`src/rtl/spi_poll_master.sv`:
```
// Fixed-length full-duplex SPI frame master, triggered by an internal poll timer or a start pulse.
// Build option SPI_LOOPBACK_EN: receive path samples the registered mosi instead of the miso pin.
module spi_poll_master #(
  parameter int NBYTES      = 5,
  parameter int CLK_DIV     = 25,
  parameter bit CPOL        = 1'b0,
  parameter bit CPHA        = 1'b0,
  parameter int CS_SETUP    = 750,
  parameter int CS_HOLD     = 50,
  parameter int GAP_CYCLES  = 750,
  parameter int POLL_CYCLES = 500000
) (
  input  logic                clk50M,
  input  logic                rst,
  input  logic                enable,
  input  logic                start,
  input  logic [8*NBYTES-1:0] tx_data,
  output logic [8*NBYTES-1:0] rx_data,
  output logic                rx_valid,
  output logic                busy,
  output logic                cs,
  output logic                sck,
  output logic                mosi,
  input  logic                miso
);
  localparam int W        = 8*NBYTES;
  localparam int M1       = (CS_SETUP > CS_HOLD) ? CS_SETUP : CS_HOLD;
  localparam int M2       = (GAP_CYCLES > CLK_DIV) ? GAP_CYCLES : CLK_DIV;
  localparam int CNT_MAX  = (M1 > M2) ? M1 : M2;
  localparam int CW       = $clog2(CNT_MAX + 1);
  localparam int PW       = $clog2(POLL_CYCLES);
  localparam int BW       = (NBYTES > 1) ? $clog2(NBYTES) : 1;
  localparam int GAP_LAST = (GAP_CYCLES > 0) ? GAP_CYCLES - 1 : 0;

  typedef enum logic [2:0] {IDLE, SETUP, SHIFT, GAP, HOLD} state_t;

  state_t          state, nxt;
  logic [PW-1:0]   ptmr;
  logic            tick, req;
  logic [CW-1:0]   cnt;
  logic [3:0]      edge_cnt;
  logic [BW-1:0]   byte_cnt;
  logic [W-1:0]    tx_sr, rx_sr;
  logic            sin;
  logic            sck_evt, byte_end, last_byte;
  logic            setup_done, gap_done, hold_done;

`ifdef SPI_LOOPBACK_EN
  logic unused_miso;
  assign unused_miso = miso;
  assign sin = mosi;
`else
  // two-flop synchroniser; CLK_DIV>=3 leaves room for its latency before each sample edge
  logic [1:0] miso_sync;
  always_ff @(posedge clk50M) begin
    if (rst) miso_sync <= '0;
    else     miso_sync <= {miso_sync[0], miso};
  end
  assign sin = miso_sync[1];
`endif

  // poll timer: wraps at POLL_CYCLES-1, held at zero while disabled
  assign tick = enable && (ptmr == PW'(POLL_CYCLES - 1));
  assign req  = tick || start;

  always_ff @(posedge clk50M) begin
    if (rst || !enable) ptmr <= '0;
    else if (tick)      ptmr <= '0;
    else                ptmr <= ptmr + 1'b1;
  end

  assign sck_evt    = (state == SHIFT) && (cnt == CW'(CLK_DIV - 1));
  assign byte_end   = sck_evt && (edge_cnt == 4'd15);
  assign last_byte  = (byte_cnt == BW'(NBYTES - 1));
  assign setup_done = (cnt == CW'(CS_SETUP - 1));
  assign gap_done   = (cnt == CW'(GAP_LAST));
  assign hold_done  = (cnt == CW'(CS_HOLD - 1));

  always_ff @(posedge clk50M) begin
    if (rst) state <= IDLE;
    else     state <= nxt;
  end

  always_comb begin
    nxt = state;
    unique case (state)
      IDLE:    if (req) nxt = SETUP;
      SETUP:   if (setup_done) nxt = SHIFT;
      SHIFT:   if (byte_end) nxt = last_byte ? HOLD : ((GAP_CYCLES > 0) ? GAP : SHIFT);
      GAP:     if (gap_done) nxt = SHIFT;
      HOLD:    if (hold_done) nxt = IDLE;
      default: nxt = IDLE;
    endcase
  end

  always_comb begin
    busy = (state != IDLE);
  end

  always_ff @(posedge clk50M) begin
    if (rst) begin
      cs       <= 1'b1;
      sck      <= CPOL;
      mosi     <= 1'b0;
      rx_data  <= '0;
      rx_valid <= 1'b0;
      tx_sr    <= '0;
      rx_sr    <= '0;
      cnt      <= '0;
      edge_cnt <= '0;
      byte_cnt <= '0;
    end else begin
      rx_valid <= 1'b0;
      if (state == IDLE || nxt != state || sck_evt) cnt <= '0;
      else                                          cnt <= cnt + 1'b1;

      unique case (state)
        IDLE: begin
          edge_cnt <= '0;
          byte_cnt <= '0;
          if (req) begin
            tx_sr <= tx_data;
            mosi  <= tx_data[W-1];
            cs    <= 1'b0;
          end
        end
        SHIFT: if (sck_evt) begin
          sck      <= ~sck;
          edge_cnt <= edge_cnt + 1'b1;
          if (byte_end) byte_cnt <= byte_cnt + 1'b1;
          if (!edge_cnt[0]) begin
            if (!CPHA) rx_sr <= {rx_sr[W-2:0], sin};
            else       mosi  <= tx_sr[W-1];
          end else if (!CPHA) begin
            tx_sr <= tx_sr << 1;
            if (!(byte_end && last_byte)) mosi <= tx_sr[W-2];
          end else begin
            rx_sr <= {rx_sr[W-2:0], sin};
            tx_sr <= tx_sr << 1;
            // park the next byte's MSB on mosi for the whole gap
            if (byte_end && !last_byte && GAP_CYCLES > 0) mosi <= tx_sr[W-2];
          end
        end
        HOLD: if (hold_done) begin
          cs       <= 1'b1;
          rx_data  <= rx_sr;
          rx_valid <= 1'b1;
        end
        default: ;
      endcase
    end
  end

endmodule

```
`config.mk`:
```
export PLATFORM = sky130hd
export DESIGN_NAME = spi_poll_master
export DESIGN_NICKNAME = d
export VERILOG_FILES = /design/src/rtl/spi_poll_master.sv
export SDC_FILE = /design/constraint.sdc
export NUM_CORES = 1
export LEC_CHECK = 0
export ABC_CLOCK_PERIOD_IN_PS = 3800
export BUFFER_PORTS_ARGS = -buffer_cell sky130_fd_sc_hd__buf_4
export CAP_MARGIN = 15
export CORE_MARGIN = 5
export CORE_UTILIZATION = 35
export CTS_CLUSTER_DIAMETER = 50
export DETAILED_ROUTE_END_ITERATION = 8
export REMOVE_ABC_BUFFERS = 1
export SETUP_SLACK_MARGIN = 0.2
export SLEW_MARGIN = 40
export SYNTH_ARGS = -nofsm -noshare
export SYNTH_HDL_FRONTEND = slang
export SYNTH_SLANG_ARGS = --single-unit
```
`constraint.sdc`:
```
create_clock -name clk50M -period 3.8 [get_ports clk50M]
set_input_delay 0.76 -clock clk50M [delete_from_list [all_inputs] [get_ports clk50M]]
set_output_delay 0.76 -clock clk50M [all_outputs]
set_load 0.03 [all_outputs]
```
==> flow_summary.json, run 1 <==
{
  "synth_top_area_share_pct": 49.26,
  "clockBufferDepth": 2,
  "drc": 0,
  "async_flop_share_pct": 0,
  "reg2reg_depth": 6,
  "status": "completed",
  "slew_violations": 0,
  "post_cts_resized": 0,
  "ys_ff_latch": 164,
  "hpwl_mm": 9.502,
  "multi_input_area_sq_um": 3050,
  "vias": 5653,
  "preCtsSetupSlack_ns": 1.134,
  "synth-compound-area-share_pct": 16.56,
  "synth_mux_area_share_pct": 0.1502,
  "cts_buffers": 17,
  "syn2layout_area_growth_pct": 19.75,
  "r2r_start": "cnt[6]",
  "seqCellArea_sq_um": 3283,
  "overflow": 0,
  "insertion_delay_ns": 0.42,
  "ant_nets": 0,
  "first_pass_iters": 5,
  "nets": 926,
  "crit_start": "cnt[6]",
  "die_area_sq_um": 21900,
  "cts_root_buffer": "clkbuf_16",
  "gp_congestion": 0.7586,
  "ys_warn_count": 0,
  "synth-main-ff-cell": "dfxtp_1",
  "start_util_pct": 35.63,
  "crit_chain": "or4_1, nor4_4, or2_1, buf_4, a21oi_1, a311oi_1",
  "yosys.area.top_type": "dfxtp_1",
  "synth_commonest_cells": "260 x nand2_1, 164 x dfxtp_1, 122 x a21oi_1, 47 x clkbuf_1",
  "grt_pass1_wl_mm": 25.30,
  "setup_violations": 0,
  "period_minus_slack_ns": 2.702,
  "portBuffers": 89,
  "hold_path.class": "flip-flop to flip-flop",
  "power_density_nw_per_um2": 458.7,
  "whs_ns": 0.4412,
  "cts_tree": "done",
  "min_period_over_period_pct": 71.11,
  "cpMaxStageDelayCell": "or4_1",
  "drt_iter0_drc": 369,
  "clkSinkCount": 164,
  "core_area_sq_um": 18710,
  "wirelength_mm": 15.16,
  "synth_top_family_by_area": "simple AND/OR/NAND/NOR gates",
  "cp_data_arrival_time_ns": 3.02,
  "maxCapViolCount": 0,
  "cp-start-kind": "flip-flop",
  "required_ns": 4.12,
  "vias_per_cell": 5.043,
  "fin_util_pct": 42.67,
  "min-delay-start": "miso_sync[1]",
  "ys_top_cells_by_area": "dfxtp_1 49%, nand2_1 15%, a21oi_1 9.2%",
  "grt_max_degree": 87,
  "grt_pass1_vias": 5181,
  "syn_avg_cell_area_sq_um": 8.128,
  "globalRouteTotalUtil_pct": 13.73,
  "ir_drop_v": 0.0003341,
  "post_drt_wl_per_cell_um": 13.52,
  "synth_enable_flop_cells": 0,
  "post_cts_buffers": 0,
  "cp.depth": 6,
  "syn_inst": 820,
  "max_freq_mhz": 370.1,
  "drive_gt1_share_pct": 15.90,
  "cts_hold_buf": 0,
  "synth_fa_ha_area_share_pct": 1.314,
  "fillCellCount": 1900,
  "boundaryPins": 90,
  "clock_skew_ns": 0.01009,
  "antenna_found_initial": 0,
  "slowest_delay_ns": 0.68,
  "crit_family": "simple AND/OR/NAND/NOR gates",
  "die_h_um": 148.0,
  "power.leakage_nw": 2.928,
  "fp-row-count": 50,
  "n_antenna_cell": 0,
  "htreeDepth": 4,
  "fin_tns_setup_ns": 0,
  "cp-end-kind": "flip-flop",
  "timing.slew.headroom_pct": 50.44,
  "finalHoldViolations": 0,
  "path_class": "flip-flop to flip-flop",
  "place_area_sq_um": 7407,
  "crit_fanout": 38,
  "hold_depth": 2,
  "setup_ws_ns": 1.098,
  "ys_seq_area_share_pct": 49.26,
  "clk_pin_slew_ns": 0.06,
  "cp_num_buf_inv": 1,
  "final_area_sq_um": 7981,
  "rsz0062_at_grt": "false",
  "tightest_slew_ns": 0.7378,
  "synth-xor-area-share_pct": 3.679,
  "die_width_um": 148.0,
  "synth_most_common_cell": "nand2_1",
  "synth.distinct_cells": 48,
  "synth-simple-area-share_pct": 23.71,
  "syn_area_sq_um": 6665
}
[worst register-to-register path, stage by stage (launching register included)]
cell	delay, ns
dfxtp_1	0.34
or4_1	0.68
nor4_4	0.49
or2_1	0.26
buf_4	0.41
a21oi_1	0.12
a311oi_1	0.30
[registers in the layout, summed over array words and instances, names as in the netlist]
signal and flops:
cs 1, rx_sr 40, sck 1, rx_valid 1, edge_cnt 4, state 3, miso_sync 2, cnt 10
byte_cnt 3, ptmr 19, rx_data 40, mosi 1, tx_sr 39
[per-stage QoR]
stage,total power [W],instances
floorplan,0.001947,755
global placement,0.002053,1089
detailed placement,0.002056,1089
CTS,0.003707,1121
global route,0.003807,1121
finish,0.003661,1121
[kinds of logic (layout without fill, tap and decap cells)]
group,count (synthesis),in the layout
buffers and inverters,73,140
muxes,1,1
adders and majority gates,7,7
and+or+nand+nor,367,367
xor gates and xnor gates,28,28
AOI/OAI and AO/OA,180,180
DFF,164,164
[final cells by class]
type / count / area share, %
sequential: 164 / 41.14
tap: 234 / 3.668
multi-input combinational: 583 / 38.22
inverter: 8 / 0.3762
clock inverter: 13 / 1.599
clock buffer: 19 / 5.549
timing repair buffer: 100 / 9.453
[power breakdown]
group          internal, W  switching [W]  leakage [nW]
clock network     0.000928       0.000716         0.264
logic            0.0000925       0.000129          1.33
registers          0.00177      0.0000266          1.33
total              0.00279       0.000872          2.93
[metal layers]
metal | routed length, um | GRT usage, % | vias to the layer above | part of all wire, %
met5 | 0 | 0 | - | 0
li1 | - | - | 2902 | -
met3 | 769 | 3.771 | 19 | 5.1
met4 | 191 | 4.573 | 0 | 1.3
met1 | 7613 | 19.04 | 2613 | 50
met2 | 6580 | 20.69 | 119 | 43
[path summary, 6_finish.rpt]
| path | endpoint | slack, ns |
|---|---|---|
| worst max-delay path | tx_sr[36] | 1.10 |
| worst min register to register | rx_sr[0] | 0.44 |
| worst max register to register | tx_sr[36] | 1.10 |
| worst min-delay path | rx_sr[0] | 0.44 |
[cells in the final DEF, fill, tap and decap left out, types with 2 or more instances in the layout]
master / instances
nand4_1: 9
dfxtp_1: 164
and2_1: 3
nor2b_1: 2
nand3_1: 12
clkbuf_16: 17
buf_4: 99
clkinvlp_4: 5
nand4b_1: 4
xnor2_1: 7
or4_1: 2
xor2_1: 21
ha_1: 7
inv_6: 2
a311oi_1: 37
nand2b_1: 4
inv_1: 8
nor2_1: 37
clkinv_4: 3
or3_1: 3
and4_1: 3
nor4_1: 2
nor3b_1: 2
nand2_1: 260
or4b_2: 2
a211oi_1: 2
o21ai_0: 3
a31oi_1: 3
a311oi_2: 2
a21oi_1: 122
and3_1: 7
nor3_1: 8
(Power assumes the default switching activity.)
==> inputs of run 2 (changes only) <==
- ABC_CLOCK_PERIOD_IN_PS: 3800 -> 2600
- clock period: 3.8 -> 2.6 ns (I/O delays scaled with it)
==> run 2 against run 1 <==
  * Combinational power is 52% higher
  * Utilization increased by 0.63 points
  * Final cell count grew 0.54%
  * Critical path type unchanged
  * Critical endpoint is now tx_sr[28]
  * Largest cell class unchanged
==> flow_summary.json, run 2 (synthesis gave the netlist of run 1 again) <==
{
  "drt_iter0_drc": 401,
  "top_regs": "rx_data x40, rx_sr x40, tx_sr x39",
  "r2r_slack_ns": 0.39,
  "cts_tree": "done",
  "hpwl_mm": 9.720,
  "status": "completed",
  "htreeDepth": 4,
  "grt_pass1_wl_mm": 25.54,
  "final_area_sq_um": 8099,
  "p_total_w": 0.005554,
  "min_period_over_period_pct": 84.98,
  "cts_hold_buf": 0,
  "clkSinkCount": 164,
  "antenna_found_initial": 0,
  "die_width_um": 148.0,
  "clock_skew_ns": 0.009527,
  "final_cell_count_no_fill": 1127,
  "first_pass_iters": 4,
  "fp-row-count": 50,
  "grt_max_degree": 56,
  "portBuffers": 89,
  "cp-start-kind": "flip-flop",
  "ir_drop_v": 0.0004523,
  "globalRouteTotalUtil_pct": 13.98,
  "rsz0062_at_grt": "false",
  "place_inst": 1095,
  "tightest_slew_ns": 0.5659,
  "setup_violations": 0,
  "final_cell_mix": "260 x nand2_1, 164 x dfxtp_1, 122 x a21oi_1, 101 x buf_4",
  "start_util_pct": 35.63,
  "timing.slew.headroom_pct": 62.28,
  "finalHoldViolations": 0,
  "hold_end": "miso_sync[0]",
  "clockBufferDepth": 2,
  "cp_data_arrival_time_ns": 2.50,
  "fin_tns_setup_ns": 0,
  "grt_pass1_vias": 5310,
  "wirelength_mm": 15.32,
  "n_antenna_cell": 0,
  "vias": 5633,
  "drive_gt1_share_pct": 16.57,
  "cp-end-kind": "flip-flop",
  "crit_fanout": 40,
  "overflow": 0,
  "nets": 932,
  "ant_nets": 0,
  "slew_violations": 0,
  "reg2reg_depth": 6,
  "path_class": "flip-flop to flip-flop",
  "hold_depth": 2,
  "required_ns": 2.89,
  "r2r_start": "cnt[6]",
  "cts_buffers": 17,
  "place_area_sq_um": 7465,
  "insertion_delay_ns": 0.43,
  "layout_commonest_cell": "nand2_1",
  "cts_root_buffer": "clkbuf_16",
  "gp_congestion": 0.7679,
  "die_area_sq_um": 21900,
  "period_minus_slack_ns": 2.210,
  "post_drt_wl_per_cell_um": 13.59,
  "power.leakage_nw": 2.999,
  "clk_pin_slew_ns": 0.06,
  "boundaryPins": 90,
  "core_area_sq_um": 18710,
  "die_h_um": 148.0,
  "min-delay-start": "miso",
  "vias_per_cell": 4.998,
  "r2r_end": "tx_sr[28]",
  "hold_path.class": "input port to flip-flop",
  "max_freq_mhz": 452.6,
  "syn2layout_area_growth_pct": 21.51,
  "whs_ns": 0.3154,
  "power_density_nw_per_um2": 685.7,
  "maxCapViolCount": 0,
  "drc": 0
}
-- run 2: area by class of cell --
cell class / count / area, sq um
inverter: 8 / 30.03
tap: 234 / 292.8
multi-input combinational: 583 / 3042
sequential: 164 / 3283
timing repair buffer: 106 / 839.6
clock buffer: 20 / 456.7
fill: 1910 / 10610
clock inverter: 12 / 155.1
-- run 2: per-stage QoR --
stage                     utilization [%]  worst slack, ns
final                               43.30           0.3905
after global routing                43.30           0.2277
after CTS                           43.18           0.2095
after floorplan                         -           -1.625
after detailed placement            39.91           0.2179
after global placement              39.91           0.2459
-- run 2: power breakdown --
part | internal (W) | switching (W)
clock | 0.00156 | 0.00103
combinational | 0.000146 | 0.000192
sequential | 0.00259 | 0.0000396
-- run 2: how the worst max path moves through the flow --
stage / startpoint / cells after the start / endpoint
5_1_grt: state[1] / 7 / rx_sr[4]
2_1_floorplan: cnt[6] / 4 / rx_sr[0]
6_report: cnt[6] / 6 / tx_sr[28]
3_5_place_dp: cnt[6] / 6 / tx_sr[1]
4_1_cts: cnt[6] / 6 / tx_sr[31]
3_3_place_gp: cnt[6] / 6 / tx_sr[7]
-- run 2: critical path, cell delays in order (launching register included) --
cell and delay, ns:
dfxtp_1 0.34, or4_4 0.60, nor4_4 0.28, or2_1 0.25, and2_1 0.19, buf_8 0.26
a311oi_1 0.14
-- run 2: repair_timing --
item                                    in CTS  in global routing
gates resized for setup                      0                  7
endpoints found under the hold margin        0                  0
endpoints found under the setup margin       0                 40
buffers inserted                             0                  0
-- run 2: metal layers --
metal  track usage [%]  part of all wire, %
met1             18.89                   50
met2             21.83                   43
met3             3.771                  5.0
met4             4.388                  1.1
met5                 0                    0
